[src/rtl/rom.sv]
// rom: fixed 8x8 one-hot lookup table with a registered read port.
// Every cycle reads one word; valid rises on the first edge after reset.
module rom (
    input  logic       clk,
    input  logic       rst_n,
    input  logic [2:0] address,
    output logic [7:0] data,
    output logic       valid
);
    logic [7:0] word;
    // default branch returns zero for unknown addresses in simulation
    always_comb begin
        case (address)
            3'd0: word = 8'h01;
            3'd1: word = 8'h02;
            3'd2: word = 8'h04;
            3'd3: word = 8'h08;
            3'd4: word = 8'h10;
            3'd5: word = 8'h20;
            3'd6: word = 8'h40;
            3'd7: word = 8'h80;
            default: word = 8'h00;
        endcase
    end
    always_ff @(posedge clk or negedge rst_n) begin
        if (!rst_n) begin
            data  <= 8'h00;
            valid <= 1'b0;
        end else begin
            data  <= word;
            valid <= 1'b1;
        end
    end
endmodule

[config.mk]
export PLATFORM = sky130hd
export DESIGN_NAME = rom
export DESIGN_NICKNAME = d
export VERILOG_FILES = /design/src/rtl/rom.sv
export SDC_FILE = /design/constraint.sdc
export NUM_CORES = 1
export LEC_CHECK = 0
export BUFFER_PORTS_ARGS = -buffer_cell sky130_fd_sc_hd__buf_4
export CAP_MARGIN = 20
export CORE_AREA = 2 2 39 41
export DETAILED_ROUTE_END_ITERATION = 12
export DIE_AREA = 0 0 41 43
export PLACE_DENSITY = 0.49
export SETUP_SLACK_MARGIN = 0.4
export SYNTH_ARGS = -nofsm -noshare
export SYNTH_HDL_FRONTEND = slang
export SYNTH_SLANG_ARGS = --single-unit
[constraint.sdc]
create_clock -name clk -period 0.8 [get_ports clk]
set_clock_uncertainty 0.1 [all_clocks]
set_input_delay 0 -clock clk [delete_from_list [all_inputs] [get_ports clk]]
set_output_delay 0 -clock clk [all_outputs]
set_load 0.005 [all_outputs]
==> Word-level counts from Yosys, hierarchy flattened <==
Memories as Yosys holds them, arrays and structs flattened. A register that Yosys moved wholly into a read port is not among the register bits.
Cells that the tools add are included.
{ "totals": {"ff_bits": 1, "rom_bits": 64, "input_bits": 5, "out_inout_bits": 9, "elab_cells": 3, "mem_count": 1} }
{ "classes": {"reduce_logical": 1} }
{ "mem_list": {"columns": ["memory", "depth", "width", "read_ports", "rd_clocked_by_memory_dff", "write_ports", "line", "source"], "rows": [
  ["(name not given)", 8, 8, 1, 1, 0, "13", "case (address)"]
]} }
{ "op_table": {"columns": ["operator", "count"], "rows": [
  ["1-bit logical NOT", 1]
]} }

==> Logic depth before layout (Yosys ltp) <==
Gate-level depths: netlist of the first run.
{ "logic_depth": {"ltp_word": 1, "mapped_depth": 1, "mapped_depth_nobuf": 1} }

==> Worst setup path after synthesis of the first run <==
Ideal clock, no wire load.
{ "synth_path": {"kind": "reg2out", "startpoint": "register data[0]", "endpoint": "output port data[0]", "t_arrival_ps": 349, "t_required_ps": 700, "setup_slack_ps": 351, "stages_incl_launch_ff": 1, "path_buffers": 0, "cell_sequence": "dfrtp_1"} }
{ "synth_lines": {"columns": ["element", "line", "source"], "rows": [
  ["start, declared", "7", "output logic [7:0] data,"]
]} }
No word-level cell between the ends.

==> Worst setup path in the final report of the first run <==
{ "layout_path": {"startpoint": "register data[1]", "endpoint": "output port data[1]"} }
No word-level cell between the ends.

==> results of run 1 <==
==> flip-flops by register name, indices dropped and copies added (netlist names) <==
register,count
valid,1
data,8
==> layer usage <==
metal  wire length (um)  share of wire  global-route usage
met3                 82           0.15             0.03665
met1                228           0.42             0.09699
met4                  0              0              0.1000
met2                227           0.42             0.07813
met5                  0              0                   0
==> Yosys cell counts <==
library cell,number,area share
nor3_1,1,0.017
conb_1,1,0.013
dfrtp_1,9,0.77
and3_2,1,0.026
nor3b_1,3,0.077
and3b_2,3,0.10
==> repair_timing <==
action,CTS,global route
setup endpoints to repair,9,9
gates resized for setup,9,0
endpoints found under the hold margin,17,8
==> cell families after synthesis <==
family,share of synthesized area
flip-flops,0.7660
AND/OR/NAND/NOR,0.2213
other,0.01275
==> stage by stage <==
| step | utilization | hold WS, ns |
|---|---|---|
| final | 0.3481 | -0.1524 |
| after detailed placement | 0.2975 | -0.2725 |
| after CTS | 0.3481 | -0.1589 |
| after global routing | 0.3481 | -0.1476 |
| after floorplan | - | -0.3956 |
| after global placement | 0.2975 | -0.2743 |
==> power by group <==
part	leakage (nW)	internal, mW	total, mW	switching, mW
registers	0.119	0.473	0.481	0.00788
logic	0.111	0.0595	0.0945	0.0350
clock network	0.0150	0.192	0.343	0.151
total	0.246	0.725	0.919	0.194
==> cell usage in the layout (no fill, tap or decap), drive strengths merged <==
master / Yosys / final
dfrtp: 9 / 9
dlygate4sd3: 0 / 1
and3b: 3 / 3
nor3b: 3 / 3
conb: 1 / 1
buf: 0 / 13
clkbuf: 0 / 4
and3: 1 / 1
nor3: 1 / 1
==> final cells by class <==
cell class                 instances  area [um^2]  share of cell area
sequential                         9        225.2              0.4675
timing repair buffer              14        141.4              0.2935
multi-input combinational          9        68.82              0.1429
clock buffer                       4        26.28             0.05455
tap                               16        20.02             0.04156
==> path summary, 6_finish.rpt <==
kind | endpoint | slack [ns] | depth (start not counted)
worst max-delay path | data[1] | -0.05 | 1
worst min-delay path | data[1] | -0.15 | 2
max in group asynchronous | data[0] | 0.46 | 2
min in group asynchronous | data[5] | 0 | 2
==> flow_summary_export.csv, run 1 <==
group,metric,value,unit
critical_path,crit_chain,"buf_6",
placed_design,dpl-instance-area,411.6,um^2
floorplan,rows,14,
floorplan,die_area,1763,um^2
cells_and_area,drive_gt1_frac,0.5556,
cts,post_cts_buffers,0,
route,ant_nets,0,
sta,slew_violations,0,
cts,cts_tree,"done",
floorplan,initial_core_util,0.2125,
power,power_density,1907,nW/um^2
cts,cts_num_sinks,9,
min_path,worstHoldStart,"address[1]",
route,wl_per_cell,10.35,um
status,outcome,"complete, but fails checks",
cells_and_area,fillers,139,
power,finalPower,0.9187,mW
sta,layout_setup_ws,-0.04990,ns
job,drv_cap,0,
critical_path,cp_slowest_stage_delay,0.38,ns
route,dr.first_iter.drc_count,2,
sta,finalSetupTns,-0.3499,ns
cts,postCtsHoldBufs,1,
placed_design,io_buffers,13,
critical_path,startpoint,"data[1]",
cells_and_area,fin_cells,52,
cts,cts_buffers,3,
yosys,netlist_area,294.0,um^2
grt,grt_pass1_vias,182,
yosys,ys_seq_area_frac,0.7660,
floorplan,dieWidth,41,um
sta,hold_ws,-0.1524,ns
grt,antenna_found_initial,0,
critical_path,slowest_stage,"dfrtp_1",
critical_path,critPathKind,"reg2out",
placed_design,hpwl,378.9,um
cts,path_clk_slew,0.06,ns
status,violations,"negative hold slack, negative setup slack",
route,dr.pass1.iters,2,
power,p_leak,0.2457,nW
cells_and_area,area_growth,63.83,%
critical_path,cp_max_fo,1,
sta,fmax,1177,MHz
sta,grt_setup_unrepaired,"yes",
yosys,syn_nets,23,
route,via_per_inst,3.769,
sta,post-route-period-util,1.062,
floorplan,io_pins,14,
critical_path,cp.required,0.70,ns
critical_path,endpoint_kind,"primary output",
placed_design,pre_cts_ws,0.2194,ns
route,finalWirelength,538,um
grt,grt_overflow_total,0,
critical_path,cp_top_family,"flip-flops",
placed_design,finalWeightedCongestion,0.6785,
critical_path,cp.arrival,0.75,ns
cells_and_area,layout.nets,42,
cells_and_area,final_area,481.7,um^2
floorplan,dieHeight,43,um
placed_design,dp.cells,47,
sta,hold_viol,8,
power,ir_drop,0.4940,mV
cts,ctsRootBufferMaster,"clkbuf_4",
yosys,yosysUniqueCellTypes,6,
grt,grt_max_degree,10,
cts,htreeDepth,1,
sta,finalSetupViolCount,9,
cts,clock_path_buffers,2,
floorplan,core_area,1384,um^2
critical_path,cp-start-kind,"register",
grt,track_usage,0.07724,
route,drcViolationCount,0,
yosys,yosysWarnings,0,
grt,grt_pass1_wl,793,um
yosys,synth_seq_cells,9,
yosys,avgSynthCellArea,16.34,um^2
yosys,netlist_instances,18,
route,via_count,196,
sta,final.min_clock_period,0.8499,ns
cells_and_area,num_antenna_cells,0,
critical_path,worst-path-buf-inv,1,
min_path,hold_class,"in2reg",
Note: power is estimated with default switching activity, not from simulation.
==> run 2: changes to the inputs <==
--- a/config.mk
+++ b/config.mk
@@ -10,6 +10,7 @@
 export CORE_AREA = 2 2 39 41
 export DETAILED_ROUTE_END_ITERATION = 12
 export DIE_AREA = 0 0 41 43
+export HOLD_SLACK_MARGIN = 0.12
 export PLACE_DENSITY = 0.49
 export SETUP_SLACK_MARGIN = 0.4
 export SYNTH_ARGS = -nofsm -noshare
==> run 2 against run 1 <==
The flow still finishes with violations (negative hold slack, negative setup slack). Clock power hardly changed. First-iteration DRC count stayed put. Hold slack got worse by 0.40 ns. Via count shrank 2.0%. Die area unchanged. Final cell count down 1.9%. Critical path depth is the same. Sequential share of layout area is 0.99 points higher. Combinational power decreased by 4.2%. Fmax did not move.
==> flow_summary_export.csv, run 2 (synthesis results as in run 1) <==
group,metric,value,unit
status,outcome,"complete, but fails checks",
status,violations,"negative hold slack, negative setup slack",
sta,fmax,1177,MHz
critical_path,critPathKind,"reg2out",
cells_and_area,drive_gt1_frac,0.5714,
grt,track_usage,0.07724,
route,ant_nets,0,
power,p_leak,0.2415,nW
cts,cts_tree,"done",
critical_path,slowest_stage,"dfrtp_1",
sta,hold_ws,-0.5516,ns
critical_path,endpoint_kind,"primary output",
power,power_density,1939,nW/um^2
floorplan,core_area,1384,um^2
route,drcViolationCount,0,
sta,final.min_clock_period,0.8499,ns
grt,grt_max_degree,10,
cells_and_area,fin_cells,51,
cts,cts_num_sinks,9,
min_path,hold_class,"in2async",
grt,grt_pass1_wl,793,um
critical_path,cp_slowest_stage_delay,0.38,ns
grt,antenna_found_initial,0,
floorplan,dieHeight,43,um
route,via_per_inst,3.765,
floorplan,io_pins,14,
cells_and_area,layout.nets,41,
cells_and_area,final_cell_mix,"dfrtp_1, buf_6, buf_4",
route,wl_per_cell,10.41,um
placed_design,hpwl,378.9,um
cts,path_clk_slew,0.06,ns
placed_design,finalWeightedCongestion,0.6785,
cts,clock_path_buffers,2,
cells_and_area,num_antenna_cells,0,
grt,grt_overflow_total,0,
route,via_count,192,
sta,layout_setup_ws,-0.04990,ns
route,finalWirelength,531,um
route,dr.first_iter.drc_count,2,
critical_path,cp_max_fo,1,
critical_path,worst-path-buf-inv,1,
critical_path,cp.required,0.70,ns
cts,htreeDepth,1,
cells_and_area,area_growth,60.43,%
sta,finalSetupViolCount,9,
job,drv_cap,0,
placed_design,pre_cts_ws,0.2194,ns
cells_and_area,largest_reg_flops,8,
route,dr.pass1.iters,2,
critical_path,cp.arrival,0.75,ns
floorplan,die_area,1763,um^2
floorplan,dieWidth,41,um
grt,grt_pass1_vias,182,
cells_and_area,reg.largest.list,"data x8, valid x1",
placed_design,io_buffers,13,
floorplan,initial_core_util,0.2125,
sta,hold_viol,17,
cts,ctsRootBufferMaster,"clkbuf_4",
sta,slew_violations,0,
critical_path,cp_top_family,"flip-flops",
critical_path,crit_chain,"buf_6",
sta,grt_setup_unrepaired,"yes",
critical_path,startpoint,"data[1]",
power,ir_drop,0.4937,mV
floorplan,rows,14,
cts,cts_buffers,3,
sta,post-route-period-util,1.062,
cells_and_area,regMostFlops,"data",
placed_design,dp.cells,47,
critical_path,cp-start-kind,"register",
run 2: cell types whose count changed in the layout (fill, tap and decap cells not counted), sizes merged:
cell,change
dlygate4sd3,-1
run 2: repair_timing:
| item | CTS | global route |
|---|---|---|
| buffers inserted | 0 | 0 |
| endpoints found under the setup margin | 9 | 9 |
| resized for setup | 9 | 0 |
| hold endpoints to repair | 17 | 17 |
run 2: metrics by stage:
step	total power, mW	util	cell area [um^2]	setup TNS, ns
final	0.9147	0.3409	471.7	-0.3499
after floorplan	0.5036	-	294.0	0
after global placement	0.5652	0.2975	411.6	0
after CTS	0.9249	0.3409	471.7	-0.4302
after detailed placement	0.5678	0.2975	411.6	0
after global routing	0.9722	0.3409	471.7	-0.6350
run 2: per-layer routing:
metal / vias up / part of all wire / GRT usage
met5: - / 0 / 0
met4: 0 / 0 / 0.1000
met3: 0 / 0.16 / 0.03665
met2: 13 / 0.42 / 0.07813
met1: 84 / 0.41 / 0.09699
li1: 95 / - / -
run 2: final cells by class:
cell class	instances	area [um^2]
sequential	9	225.2
fill	140	912.1
clock buffer	4	26.28
tap	16	20.02
multi-input combinational	9	68.82
timing repair buffer	13	131.4
run 2: worst paths after layout:
| kind | end | slack (ns) | depth (start not counted) |
|---|---|---|---|
| hold / removal | data[5] | -0.55 | 1 |
| min in group clk | data[1] | -0.15 | 2 |
| setup / recovery | data[1] | -0.05 | 1 |
| max in group asynchronous | data[0] | 1.02 | 1 |
run 2: power by group:
group / switching (mW) / internal (mW)
clock network: 0.151 / 0.192
logic: 0.0342 / 0.0563
registers: 0.00788 / 0.473
==> run 3: changes to the inputs <==
--- a/config.mk
+++ b/config.mk
@@ -10,6 +10,7 @@
 export CORE_AREA = 2 2 39 41
 export DETAILED_ROUTE_END_ITERATION = 12
 export DIE_AREA = 0 0 41 43
+export GPL_TIMING_DRIVEN = 0
 export HOLD_SLACK_MARGIN = 0.12
 export PLACE_DENSITY = 0.49
 export SETUP_SLACK_MARGIN = 0.4
==> run 3 against run 2 <==
The run still ends with negative hold slack, negative setup slack left. Highest routed layer unchanged. Non-clock buffer count stayed put. Via count grew 6.8%. Largest power group unchanged. Sequential power hardly changed. Critical endpoint unchanged.
==> flow_summary_export.csv, run 3 (synthesis results as in run 1) <==
group,metric,value,unit
cells_and_area,final_area,471.7,um^2
critical_path,cp_top_family,"flip-flops",
route,ant_nets,0,
placed_design,io_buffers,13,
cts,cts_num_sinks,9,
grt,track_usage,0.08452,
floorplan,dieHeight,43,um
route,drcViolationCount,0,
power,pwr-share-comb,0.099,
sta,post-route-period-util,1.058,
placed_design,pre_cts_ws,0.2270,ns
grt,grt_max_degree,10,
critical_path,cp.arrival,0.75,ns
floorplan,io_pins,14,
critical_path,slowest_stage,"dfrtp_1",
grt,antenna_found_initial,0,
placed_design,dpl-instance-area,411.6,um^2
cells_and_area,layout.nets,41,
power,clkPwrFrac,0.367,
route,dr.first_iter.drc_count,2,
min_path,hold_class,"in2async",
cts,cts_buffers,3,
floorplan,initial_core_util,0.2125,
critical_path,cp-start-kind,"register",
sta,hold_viol,17,
cells_and_area,regMostFlops,"data",
route,via_per_inst,4.020,
cells_and_area,largest_reg_flops,8,
sta,hold_ws,-0.5436,ns
cells_and_area,final_util,0.3409,
cts,post_cts_buffers,0,
cells_and_area,fillers,142,
cells_and_area,area_growth,60.43,%
cts,cts_tree,"done",
sta,grt_setup_unrepaired,"yes",
status,outcome,"complete, but fails checks",
power,swShare,0.2029,
sta,layout_setup_ws,-0.04625,ns
placed_design,hpwl,400,um
critical_path,worst-path-buf-inv,1,
sta,finalSetupViolCount,9,
power,p_leak,0.2415,nW
placed_design,dp.cells,47,
route,wl_per_cell,10.47,um
cts,htreeDepth,1,
cells_and_area,fin_cells,51,
critical_path,endpoint_kind,"primary output",
floorplan,die_area,1763,um^2
cells_and_area,drive_gt1_frac,0.5714,
sta,finalSetupTns,-0.3286,ns
critical_path,cp_max_fo,1,
power,seqPwrFrac,0.533,
cts,clock_path_buffers,2,
power,intPower,0.7208,mW
cells_and_area,num_antenna_cells,0,
grt,grt_pass1_vias,212,
cells_and_area,reg.largest.list,"data x8, valid x1",
sta,final.min_clock_period,0.8463,ns
route,via_count,205,
power,ir_drop,0.5882,mV
sta,fmax,1182,MHz
placed_design,finalWeightedCongestion,0.6735,
route,finalWirelength,534,um
power,finalPower,0.9042,mW
route,dr.pass1.iters,2,
cts,ctsRootBufferMaster,"clkbuf_4",
status,violations,"negative hold slack, negative setup slack",
critical_path,cp_slowest_stage_delay,0.38,ns
critical_path,critPathKind,"reg2out",
floorplan,rows,14,
floorplan,dieWidth,41,um
grt,grt_overflow_total,0,
cts,path_clk_slew,0.06,ns
job,drv_cap,0,
floorplan,core_area,1384,um^2
sta,slew_violations,0,
grt,grt_pass1_wl,903,um
power,switchingPower,0.1834,mW
power,power_density,1917,nW/um^2
critical_path,crit_cells,1,
cells_and_area,final_cell_mix,"dfrtp_1, buf_6, buf_4",
critical_path,cp.required,0.70,ns
critical_path,crit_chain,"buf_6",
run 3: worst max path at each step:
stage / from / end / slack, ns
final: data[1] / data[1] / -0.05
after global routing: data[1] / data[1] / -0.08
after CTS: data[1] / data[1] / -0.06
after detailed placement: data[1] / data[1] / 0.23
after global placement: data[2] / data[2] / 0.23
after floorplan: data[0] / data[0] / 0.35
run 3: timing repair:
action | in CTS | in global routing
hold endpoints to repair | 17 | 17
gates resized for setup | 9 | 0
endpoints found under the setup margin | 9 | 9
gates cloned | 0 | 0
run 3: layout make-up:
cell class / instances / area (um^2) / share of cell area
sequential: 9 / 225.2 / 0.4775
clock buffer: 4 / 26.28 / 0.05570
multi-input combinational: 9 / 68.82 / 0.1459
tap: 16 / 20.02 / 0.04244
timing repair buffer: 13 / 131.4 / 0.2785
run 3: power groups by stage:
stage | Sequential [mW] | Combinational, mW | Clock, mW
after floorplan | 0.489 | 0.0148 | 0
after global placement | 0.486 | 0.0794 | 0
after detailed placement | 0.486 | 0.0820 | 0
after CTS | 0.482 | 0.0923 | 0.350
after global routing | 0.483 | 0.102 | 0.378
final | 0.482 | 0.0899 | 0.332
run 3: metal layers:
layer,wire length (um),vias up,part of all wire,GRT usage
met5,0,-,0,0
met4,0,0,0,0.1000
met3,75,0,0.14,0.03665
met2,239,13,0.45,0.09375
met1,219,97,0.41,0.1044
li1,-,95,-,-
